## src/rtl/wav_byte_fetch_pkg.sv

```systemverilog
// Shared types and the byte-lane helper for the wave byte fetcher.
package wav_byte_fetch_pkg;

  typedef logic [63:0] ddr_word_t;
  typedef logic [7:0]  byte_t;
  typedef logic [2:0]  byte_off_t;

  // Little-endian lane select: offset 0 is bits [7:0].
  function automatic byte_t byte_sel(input ddr_word_t word, input byte_off_t off);
    return word[{off, 3'b000} +: 8];
  endfunction

endpackage

```

## src/rtl/wav_byte_fetch.sv

```systemverilog
// Byte-read front end for wave_sound: caches the current DDRAM word, prefetches the next,
// and talks to the DDRAM toggle-handshake port.
module wav_byte_fetch
  import wav_byte_fetch_pkg::*;
#(
  parameter int unsigned ADDR_W   = 28,
  parameter bit          PREFETCH = 1'b1
) (
  input  logic              clk_sys,
  input  logic              reset,
  input  logic              flush,
  input  logic [ADDR_W-1:0] rd_addr,
  input  logic              rd,
  output logic [7:0]        rd_data,
  output logic              rd_ready,
  output logic [ADDR_W-4:0] s_addr,
  output logic              s_rd,
  input  logic              s_ack,
  input  logic [63:0]       s_dout
);

  localparam int unsigned TagW = ADDR_W - 3;

  localparam logic [1:0] StIdle = 2'd0;
  localparam logic [1:0] StFill = 2'd1;
  localparam logic [1:0] StPref = 2'd2;

  logic [1:0]      state_q, state_d;
  logic            rd_q;
  logic            rd_ready_q, rd_ready_d;
  byte_t           rd_data_q, rd_data_d;
  logic [TagW-1:0] req_tag_q, req_tag_d;
  byte_off_t       req_off_q, req_off_d;
  logic [TagW-1:0] cur_tag_q, cur_tag_d;
  ddr_word_t       cur_word_q, cur_word_d;
  logic            cur_valid_q, cur_valid_d;
  logic [TagW-1:0] nxt_tag_q, nxt_tag_d;
  ddr_word_t       nxt_word_q, nxt_word_d;
  logic            nxt_valid_q, nxt_valid_d;
  logic            pref_flushed_q, pref_flushed_d;
  // Handshake outputs survive reset so a stale ack can be matched against them.
  logic            s_rd_q = 1'b0;
  logic            s_rd_d;
  logic [TagW-1:0] s_addr_q = '0;
  logic [TagW-1:0] s_addr_d;

  logic pending;
  logic req_edge;
  logic cur_hit;
  logic nxt_hit;

  assign pending  = s_rd_q ^ s_ack;
  // Only one request may be outstanding; edges while rd_ready is low are dropped.
  assign req_edge = rd & ~rd_q & rd_ready_q;
  assign cur_hit  = cur_valid_q && !flush && (cur_tag_q == req_tag_q);
  assign nxt_hit  = nxt_valid_q && !flush && (nxt_tag_q == req_tag_q);

  always_comb begin
    state_d        = state_q;
    rd_ready_d     = rd_ready_q;
    rd_data_d      = rd_data_q;
    req_tag_d      = req_tag_q;
    req_off_d      = req_off_q;
    cur_tag_d      = cur_tag_q;
    cur_word_d     = cur_word_q;
    cur_valid_d    = cur_valid_q;
    nxt_tag_d      = nxt_tag_q;
    nxt_word_d     = nxt_word_q;
    nxt_valid_d    = nxt_valid_q;
    pref_flushed_d = pref_flushed_q;
    s_rd_d         = s_rd_q;
    s_addr_d       = s_addr_q;

    if (flush) begin
      cur_valid_d = 1'b0;
      nxt_valid_d = 1'b0;
    end

    if (req_edge) begin
      rd_ready_d = 1'b0;
      req_tag_d  = rd_addr[ADDR_W-1:3];
      req_off_d  = rd_addr[2:0];
    end

    case (state_q)
      StIdle: begin
        if (!rd_ready_q) begin
          if (cur_hit) begin
            rd_data_d  = byte_sel(cur_word_q, req_off_q);
            rd_ready_d = 1'b1;
          end else if (nxt_hit) begin
            cur_tag_d   = nxt_tag_q;
            cur_word_d  = nxt_word_q;
            cur_valid_d = 1'b1;
            nxt_valid_d = 1'b0;
            rd_data_d   = byte_sel(nxt_word_q, req_off_q);
            rd_ready_d  = 1'b1;
          end else if (!pending) begin
            s_rd_d   = ~s_rd_q;
            s_addr_d = req_tag_q;
            state_d  = StFill;
          end
        end else if (PREFETCH && cur_valid_q && !nxt_valid_q && !pending && !flush) begin
          s_rd_d         = ~s_rd_q;
          s_addr_d       = cur_tag_q + TagW'(1);
          pref_flushed_d = 1'b0;
          state_d        = StPref;
        end
      end
      StFill: begin
        if (!pending) begin
          cur_tag_d   = req_tag_q;
          cur_word_d  = s_dout;
          cur_valid_d = !flush;
          rd_data_d   = byte_sel(s_dout, req_off_q);
          rd_ready_d  = 1'b1;
          state_d     = StIdle;
        end
      end
      StPref: begin
        if (flush) begin
          pref_flushed_d = 1'b1;
        end
        // A flush anywhere in the prefetch window makes the returned word untrustworthy.
        if (!pending) begin
          nxt_tag_d   = s_addr_q;
          nxt_word_d  = s_dout;
          nxt_valid_d = !flush && !pref_flushed_q;
          state_d     = StIdle;
        end
      end
      default: state_d = StIdle;
    endcase
  end

  always_ff @(posedge clk_sys) begin
    rd_q <= rd;
    if (!reset) begin
      s_rd_q   <= s_rd_d;
      s_addr_q <= s_addr_d;
    end
    if (reset) begin
      state_q        <= StIdle;
      rd_ready_q     <= 1'b1;
      rd_data_q      <= '0;
      req_tag_q      <= '0;
      req_off_q      <= '0;
      cur_tag_q      <= '0;
      cur_word_q     <= '0;
      cur_valid_q    <= 1'b0;
      nxt_tag_q      <= '0;
      nxt_word_q     <= '0;
      nxt_valid_q    <= 1'b0;
      pref_flushed_q <= 1'b0;
    end else begin
      state_q        <= state_d;
      rd_ready_q     <= rd_ready_d;
      rd_data_q      <= rd_data_d;
      req_tag_q      <= req_tag_d;
      req_off_q      <= req_off_d;
      cur_tag_q      <= cur_tag_d;
      cur_word_q     <= cur_word_d;
      cur_valid_q    <= cur_valid_d;
      nxt_tag_q      <= nxt_tag_d;
      nxt_word_q     <= nxt_word_d;
      nxt_valid_q    <= nxt_valid_d;
      pref_flushed_q <= pref_flushed_d;
    end
  end

  assign rd_data  = rd_data_q;
  assign rd_ready = rd_ready_q;
  assign s_rd     = s_rd_q;
  assign s_addr   = s_addr_q;

endmodule

```

## config.mk

```make
export PLATFORM = sky130hd
export DESIGN_NAME = wav_byte_fetch
export DESIGN_NICKNAME = d
export VERILOG_FILES = /design/src/rtl/wav_byte_fetch_pkg.sv /design/src/rtl/wav_byte_fetch.sv
export SDC_FILE = /design/constraint.sdc
export NUM_CORES = 1
export LEC_CHECK = 0
export BUFFER_PORTS_ARGS = -buffer_cell sky130_fd_sc_hd__buf_2
export CAP_MARGIN = 20
export CORE_UTILIZATION = 60
export CTS_CLUSTER_SIZE = 20
export DETAILED_ROUTE_END_ITERATION = 8
export PLACE_DENSITY = 0.8
export SYNTH_ARGS = -nofsm -noshare
export SYNTH_HDL_FRONTEND = slang
export SYNTH_SLANG_ARGS = --single-unit
```

## constraint.sdc

```tcl
create_clock -name clk_sys -period 8.1 [get_ports clk_sys]
set_input_delay 1.215 -clock clk_sys [delete_from_list [all_inputs] [get_ports clk_sys]]
set_output_delay 1.215 -clock clk_sys [all_outputs]
set_load 0.03 [all_outputs]
```

**Yosys cells after proc, flatten, opt, wreduce, memory -nomap -nowiden**

Cells that the tools add are included.

- Register bits: 247
- Output and inout bits: 35
- Logic and storage cells: 122
- Bits of input ports: 97

- Shift operators: 3
- Equality and inequality tests: 21
- $add $sub $neg: 1
- Multiplexer cells: 53
- Bitwise gates (word level): 7
- Reductions and logical operators: 22

Operators by type and width:

| cell | count |
|---|---|
| $mux 64 | 4 |
| $mux 25 | 8 |
| $shiftx 64x7->8 | 3 |
| $pmux 64 s2 | 1 |
| $eq 25x25->1 | 2 |
| $pmux 25 s2 | 1 |
| $mux 8 | 4 |
| $add 25x1->25 const B | 1 |
| $mux 1 | 23 |
| $ne 2x2->1 const B | 11 |
| $pmux 8 s2 | 1 |
| $ne 3x3->1 const B | 5 |
| $mux 2 | 6 |
| $reduce_and 5->1 | 2 |
| $logic_and 1x1->1 | 8 |
| $pmux 1 s2 | 4 |
| $reduce_and 4->1 | 2 |
| $reduce_and 6->1 | 1 |
| $logic_not 1->1 | 4 |
| $not 1->1 | 4 |
| $pmux 2 s2 | 1 |
| $reduce_bool 2->1 | 2 |
| $and 1x1->1 | 2 |
| $eq 2x1->1 const B | 1 |
| other kinds (6) | 6 |

**Logic depth before layout (Yosys ltp)**

Gate-level depths: netlist of run 1.

- Depth after elaboration: 8
- Depth in mapped cells: 11
- Depth with buffers taken out: 8

**Least setup slack after synthesis of run 1**

No wires, ideal clock.

- Kind: in2reg
- Start: input flush
- End: register s_addr_q[0] (netlist: s_addr[0]) (enable)
- Stages on the path: 7
- Setup time: 0.385 ns
- Arrival time: 2.923 ns
- Path slack: 4.792 ns
- Cells stage by stage: nand2b_1 nor2_1 and4_1 buf_2 a32oi_1 a21o_1 and4b_1

- Word-level cells in the longest chain between the ends: 5

RTL lines:

| what | line | source |
|---|---|---|
| from (decl) | wav_byte_fetch.sv:11 | `input logic flush,` |
| $logic_not 1->1 * | wav_byte_fetch.sv:55, wav_byte_fetch.sv:56, wav_byte_fetch.sv:103 |  |
| $logic_and 1x1->1 (on tied branches) (2 in a row) | wav_byte_fetch.sv:56, wav_byte_fetch.sv:55 |  |
| $ne 2x2->1 (no source line) | n/a |  |
| $reduce_and 6->1 (no source line) * | n/a |  |
| to (signal assigned) | wav_byte_fetch.sv:140 | `s_addr_q <= s_addr_d;` |
| to (decl) | wav_byte_fetch.sv:44 | `logic [TagW-1:0] s_addr_q = '0;` |

Every way passes the cells marked *; elsewhere a longest branch is shown, timed or not.
A chain may end at the register's enable or synchronous reset.

**Worst setup path in the final report of run 1**

- Start: input s_ack
- End: register cur_tag_q[2]

- Word-level cells in the longest chain between the ends: 3

RTL lines:

| what | line | source |
|---|---|---|
| from (decl) | wav_byte_fetch.sv:18 | `input logic s_ack,` |
| $xor 1x1->1 | wav_byte_fetch.sv:52 | `assign pending = s_rd_q ^ s_ack;` |
| $ne 2x2->1 (no source line) | n/a |  |
| $reduce_and 5->1 (no source line) | n/a |  |
| to (signal assigned) | wav_byte_fetch.sv:161 | `cur_tag_q <= cur_tag_d;` |
| to (decl) | wav_byte_fetch.sv:34 | `logic [TagW-1:0] cur_tag_q, cur_tag_d;` |

No other way between the ends.

==> out/metrics.yaml, run 1 <==
status:
  status: "finished clean"
worst_setup_path:
  worst_ep_required_time_ns: 8.52
  critPathSlowestCell: "buf_4"
  cpMostUsedCell: "buf_4"
  rr_startpoint: "cur_tag_q[17]"
  start_kind: "primary input"
  worst-setup-path-type: "in2reg"
  cp_top_family: "buffers and inverters"
  rr_endpoint: "cur_tag_q[2]"
  arrival_ns: 4.44
  slowest_delay_ns: 0.78
  end_kind: "flip-flop"
  worst-r2r-setup-slack_ns: 4.29
  crit_buf_inv: 3
  r2r_cells: 10
  path_cells: "buf_2 > xnor2_1 > and2_1 > a21oi_1 > a211oi_4 > buf_4 > buf_4 > nor2_1 > a211oi_1"
  crit_fanout: 90
die:
  ios: 132
  std_cell_rows: 52
  die_width_um: 147
  core_area_sq_um: 20400
  fp.dieH_um: 147
  initial_core_util: 0.617
  die_area_sq_um: 21600
clocking:
  max-clock-path-buffers: 3
  clock-root-buffer: "clkbuf_16"
  cts_resized: 0
  ctsHtreeMaxLevel: 1
  cts_sinks: 247
  cts_setup_buffers: 0
  cts_buffers: 27
  cts_hold_buf: 0
  insertion_delay_ns: 0.53
  cts_tree: "done"
  clk_pin_slew_ns: 0.06
worst_hold_path:
  hp-class: "reg2reg"
  min_path_cells: 2
  min_from: "nxt_word_q[57]"
  hold_end: "nxt_word_q[57]"
synthesis:
  syn_inst: 1565
  yosys-top-cells-count: "nand2_1, dfxtp_1, a21oi_1"
  synth_area_per_cell_sq_um: 8.06
  synth_top_area_cell: "dfxtp_1"
  seq_area_frac_synth: 0.413
  yosysMostFrequentCell: "nand2_1"
  synthesis.area_sq_um: 12600
  synth_warnings: 0
  netlist.area_leader.share: 0.351
  synth_ff_type: "dfxtp_1"
  synthArstFlopShare: 0
  synth_nets: 1666
  netlist_top_cells_area: "dfxtp_1, nand2_1, mux2i_1"
  synth.distinct_cells: 61
  synth-edff-count: 26
  ys_ff_latch: 247
pwr:
  powerDensity_nw_per_um2: 199
  peakVddDrop_v: 0.000151
  p_total_uw: 2830
  leakagePower_uw: 0.00468
global_routing:
  track_usage: 0.338
  grt_use_met2: 0.508
  met3_usage: 0.0581
  grt_pass1_wl_um: 59100
  overflow: 0
  grt.busiest_layer: "met2"
  antenna_found_initial: 1
  grt_pass1_vias: 11206
  grt_util_met1: 0.491
  grt_max_degree: 137
route:
  drc: 0
  num_vias: 12056
  viasPerCell: 6.36
  wl_um: 37100
  drtIter0Drc: 1454
  firstDrtPassIters: 5
  wl_per_cell_um: 19.6
  ant_nets: 0
final_layout:
  layout.cells.non_filler: 1897
  syn2layout_area_growth_pct: 12.8
  drive_gt1_frac: 0.130
  final_nets: 1708
sta:
  tightest_slew_ns: 1.12
  tns_ns: 0
  period_share: 0.495
  fmax_ghz: 0.249
  rsz0062_at_grt: "no"
  slew_violations: 0
  finalHoldViolCount: 0
  min_period_ns: 4.01
  finalSetupViolations: 0
  fin_skew_ns: 0.0109
  relSlewSlack: 0.250
placement:
  place_hpwl_um: 23100
  io_buffers: 131
  placedCellCount: 1847
  gp_congestion: 0.895
flow_run:
  drv_cap: 0
==> metal layers <==
metal | vias to the layer above | routed length (um) | share of wire
li1 | 5645 | - | -
met1 | 5686 | 16000 | 0.43
met2 | 638 | 16500 | 0.44
met3 | 87 | 3670 | 0.099
met4 | 0 | 929 | 0.025
met5 | - | 0 | 0
==> logic make-up (layout without fill, tap and decap cells) <==
| group | after synthesis | in the layout | synth area share |
|---|---|---|---|
| other cells | 0 | 1 | 0 |
| fa+ha+maj | 4 | 4 | 0.00397 |
| compound gates | 430 | 430 | 0.217 |
| flops | 247 | 247 | 0.413 |
| xor+xnor | 74 | 74 | 0.0514 |
| buf+inv | 147 | 208 | 0.0481 |
| simple gates | 573 | 573 | 0.195 |
| mux | 90 | 90 | 0.0715 |
==> tightest hold or removal path, cell delays in order, from the launching register on <==
cell and delay (ns):
dfxtp_1 0.31, nand2_1 0.05, a21oi_1 0.05
==> per-stage QoR <==
| stage | utilization | hold slack, ns | area, sq um | setup WS (ns) |
|---|---|---|---|---|
| detailed placement | 0.647 | 0.459 | 13200 | 3.63 |
| CTS | 0.694 | 0.467 | 14200 | 4.17 |
| global placement | 0.647 | 0.452 | 13200 | 3.83 |
| finish | 0.696 | 0.467 | 14200 | 4.09 |
| global route | 0.696 | 0.482 | 14200 | 3.83 |
| floorplan | - | 0.445 | 12600 | 4.79 |
==> final cells by class <==
class	count	area, sq um
tap	270	338
clock inverter	12	195
timing repair buffer	150	825
inverter	10	37.5
multi-input combinational	1171	6830
antenna	1	2.50
sequential	247	5210
fill	1649	6210
clock buffer	36	781
==> layout by cell type (no fill, tap or decap), types with 16 or more instances in the layout <==
cell type / instances
xnor2_1: 33
buf_4: 18
edfxtp_1: 26
nor2_1: 160
nand3_1: 59
a211oi_1: 91
clkbuf_16: 28
dfxtp_1: 220
buf_2: 130
mux2i_1: 89
o21ai_0: 65
a21oi_1: 167
nand2_1: 275
a311oi_1: 25
xor2_1: 41
o211ai_1: 16
==> registers in the layout (all words and copies together), names as in the netlist <==
signal          flops
rd_ready            1
rd_data             8
nxt_tag_q          25
req_off_q           3
pref_flushed_q      1
s_rd                1
cur_tag_q          25
s_addr             25
nxt_word_q         64
cur_word_q         64
state_q             2
rd_q                1
cur_valid_q         1
nxt_valid_q         1
req_tag_q          25
==> power breakdown <==
group          internal (uW)  total [uW]  switching, uW
Combinational           66.2         222            156
Clock                    834        1340            506
Sequential              1250        1270           21.7
==> worst max-delay path by stage <==
stage	from	to	slack [ns]	cells after the start
finish	s_ack	cur_tag_q[2]	4.09	9
detailed placement	s_ack	cur_word_q[30]	3.63	9
global placement	flush	cur_word_q[37]	3.83	11
floorplan	flush	s_addr[0]	4.79	7
CTS	s_ack	cur_word_q[45]	4.17	9
global route	s_ack	cur_word_q[39]	3.83	9
Note: power is estimated with default switching activity, not from simulation.
==> run 2, diff against run 1 <==
Settings changed: ABC_AREA from default to 1.
Clock period 8.1 ns to 3.9 ns, I/O delays scaled along.
==> run 2 against run 1 <==
Net effect: first-iteration DRC count down 11%; global-route usage down 0.38 points; utilization down 0.77 points; design area up 2.7%; cell count up 19%; non-clock buffer count up 3; combinational power rose to 5.0 times the previous value; register-to-register slack worse by 3.2 ns; total power up 130%; critical path type is now reg2reg.
==> out/metrics.yaml, run 2 <==
clocking:
  cts_resized: 0  # unchanged
  cts_tree: "done"  # unchanged
  cts_buffers: 27  # unchanged
  clk_pin_slew_ns: 0.06  # about the same
  insertion_delay_ns: 0.55  # was 0.53 ns
  cts_setup_buffers: 0  # unchanged
  ctsHtreeMaxLevel: 1  # unchanged
  cts_sinks: 247  # unchanged
  max-clock-path-buffers: 3  # unchanged
  clock-root-buffer: "clkbuf_16"  # unchanged
  cts_hold_buf: 0  # unchanged
worst_setup_path:
  end_kind: "flip-flop"  # unchanged
  slowest_delay_ns: 0.44  # was 0.78 ns
  cp_top_family: "simple AND/OR/NAND/NOR gates"  # was buffers and inverters
  r2r_cells: 13  # was 10
  worst-r2r-setup-slack_ns: 1.08  # was 4.29 ns
  worst-setup-path-type: "reg2reg"  # was in2reg
  crit_cells: 13  # was 9
  path_cells: "inv_1 > nand2_1 > nand4_1 > nor2_1 > nand4_1 > nor2_2 > nand3_1 > nand2_2 > nand2_4 > inv_4 > buf_4 > o21ai_0 > a31oi_1"  # was buf_2 > xnor2_1 > and2_1 > a21oi_1 > a211oi_4 > buf_4 > buf_4 > nor2_1 > a211oi_1
  start_kind: "flip-flop"  # was primary input
  rr_startpoint: "req_tag_q[15]"  # was cur_tag_q[17]
  cpMostUsedCell: "nand4_1"  # was buf_4
  worst_ep_required_time_ns: 4.36  # was 8.52 ns
  critPathSlowestCell: "inv_4"  # was buf_4
  crit_buf_inv: 3  # unchanged
  arrival_ns: 3.28  # was 4.44 ns
  rr_endpoint: "cur_word_q[62]"  # was cur_tag_q[2]
  crit_fanout: 53  # was 90
synthesis:
  netlist_top_cells_area: "dfxtp_1, nand2_1, o21ai_0"  # was dfxtp_1, nand2_1, mux2i_1
  synth_warnings: 0  # unchanged
  synth_top_area_cell: "dfxtp_1"  # unchanged
  synth_ff_type: "dfxtp_1"  # unchanged
  netlist.area_leader.share: 0.338  # was 0.351
  synth.distinct_cells: 39  # was 61
  yosys-top-cells-count: "nand2_1, o21ai_0, a21oi_1"  # was nand2_1, dfxtp_1, a21oi_1
  synth_area_per_cell_sq_um: 6.80  # was 8.06 sq um
  synth-edff-count: 26  # unchanged
  yosysMostFrequentCell: "nand2_1"  # unchanged
  synth_nets: 2027  # was 1666
  syn_inst: 1926  # was 1565
  synthArstFlopShare: 0  # unchanged
  synthesis.area_sq_um: 13100  # was 12600 sq um
  ys_ff_latch: 247  # unchanged
  seq_area_frac_synth: 0.397  # was 0.413
final_layout:
  final_nets: 2069  # was 1708
  layout_commonest_cell: "nand2_1"  # unchanged
  drive_gt1_frac: 0.117  # was 0.130
  reg_top3: "cur_word_q: 64 flops, nxt_word_q: 64 flops"  # unchanged
  layout_common_cells: "nand2_1, o21ai_0, a21oi_1, dfxtp_1, nand3_1"  # was nand2_1, dfxtp_1, a21oi_1, nor2_1, buf_2
  syn2layout_area_growth_pct: 11.5  # was 12.8%
  fill_cells: 1863  # was 1649
  multiInputGateArea_sq_um: 6530  # was 6830 sq um
  area.sequential_sq_um: 5200  # was 5210 sq um
sta:
  fin_skew_ns: 0.0137  # was 0.0109 ns
  slew_violations: 0  # unchanged
  finalSetupViolations: 0  # unchanged
  tightest_slew_ns: 1.03  # was 1.12 ns
  period_share: 0.724
  finalHoldViolCount: 0  # unchanged
  tns_ns: 0  # unchanged
  rsz0062_at_grt: "no"  # unchanged
  fmax_ghz: 0.354
  min_period_ns: 2.82
  relSlewSlack: 0.313  # was 0.250
die:
  initial_core_util: 0.617  # about the same
  std_cell_rows: 53  # was 52
  ios: 132  # unchanged
  core_area_sq_um: 21200  # was 20400 sq um
  fp.dieH_um: 150  # was 147 um
  die_area_sq_um: 22400  # was 21600 sq um
  die_width_um: 150  # was 147 um
route:
  top_layer: "met4"  # unchanged
  drc: 0  # unchanged
  met2_length_um: 18000  # was 16500 um
  wl_per_cell_um: 16.9  # was 19.6 um
  wl_met1_um: 16100  # was 16000 um
  wl_um: 38300  # was 37100 um
  num_vias: 13478  # was 12056
  route.met3.wl_um: 2840  # was 3670 um
  firstDrtPassIters: 6  # was 5
  ant_nets: 0  # unchanged
  drtIter0Drc: 1298  # was 1454
  viasPerCell: 5.95  # was 6.36
pwr:
  peakVddDrop_v: 0.000294  # was 0.000151 V
  swShare: 0.301  # was 0.241
  p_seq_frac: 0.420  # was 0.448
  p_total_uw: 6400  # was 2830 uW
  leakagePower_uw: 0.00578  # was 0.00468 uW
  combPwrFrac: 0.174  # was 0.079
  internal_power_uw: 4480  # was 2150 uW
  powerDensity_nw_per_um2: 438  # was 199 nW/um^2
  netSwitchingPower_uw: 1930  # was 683 uW
  pwr-share-clk: 0.405  # was 0.473
worst_hold_path:
  min_from: "rd"  # was nxt_word_q[57]
  hp-class: "in2reg"  # was reg2reg
  hold_end: "rd_q"  # was nxt_word_q[57]
  min_path_cells: 1  # was 2
global_routing:
  track_usage: 0.335  # was 0.338
  grt_pass1_vias: 12252  # was 11206
  overflow: 0  # unchanged
  antenna_found_initial: 1  # unchanged
  grt_max_degree: 134  # was 137
  grt_pass1_wl_um: 60600  # was 59100 um
placement:
  gp_congestion: 0.926  # was 0.895
  io_buffers: 131  # unchanged
  place_hpwl_um: 23500  # was 23100 um
flow_run:
  drv_cap: 0  # unchanged
status:
  status: "finished clean"  # unchanged
[run 2: layout make-up]
cell class	instances	area share
multi-input cells	1342	0.447
diodes	2	0.000343
repair buffers	153	0.0605
clock buffers	39	0.0535
clock inverters	11	0.00780
well taps	275	0.0236
flip-flops and latches	247	0.356
inverters	197	0.0511
[run 2: logic make-up after synthesis]
group,count (synthesis),share of synthesized area
simple gates,752,0.250
fa+ha+maj,4,0.00382
buf+inv,337,0.109
compound gates,559,0.222
xor+xnor,27,0.0180
flops,247,0.397
[run 2: metal layers]
metal / vias up / global-route usage
met5: - / 0
met4: 0 / 0.140
met3: 95 / 0.0445
met2: 630 / 0.554
met1: 6241 / 0.438
li1: 6512 / -
[run 2: worst max-delay path by stage]
stage / from / end / slack, ns
global placement: flush / rd_data[3] / 1.08
detailed placement: flush / rd_data[3] / 1.00
finish: req_tag_q[15] / cur_word_q[62] / 1.08
floorplan: flush / s_addr[0] / 0.40
global route: state_q[1] / cur_tag_q[5] / 0.85
CTS: state_q[1] / cur_word_q[62] / 1.09
[run 2: power groups by stage]
| stage | Clock, uW | Combinational, uW | Sequential [uW] |
|---|---|---|---|
| 2_1_floorplan | 0 | 737 | 2760 |
| 3_3_place_gp | 0 | 1080 | 2740 |
| 3_5_place_dp | 0 | 1090 | 2750 |
| 4_1_cts | 2610 | 1100 | 2690 |
| 5_1_grt | 2720 | 1220 | 2700 |
| 6_report | 2590 | 1120 | 2690 |
[run 2: metrics by stage]
stage | worst slack, ns | cells | cell area [sq um] | hold WS, ns | utilization
final | 1.08 | 2266 | 14600 | 0.161 | 0.688
after global routing | 0.855 | 2264 | 14600 | 0.156 | 0.688
after CTS | 1.09 | 2264 | 14600 | 0.151 | 0.688
after detailed placement | 1.00 | 2214 | 13700 | 0.444 | 0.646
after global placement | 1.08 | 2214 | 13700 | 0.439 | 0.646
after floorplan | 0.403 | 1926 | 13100 | 0.430 | -
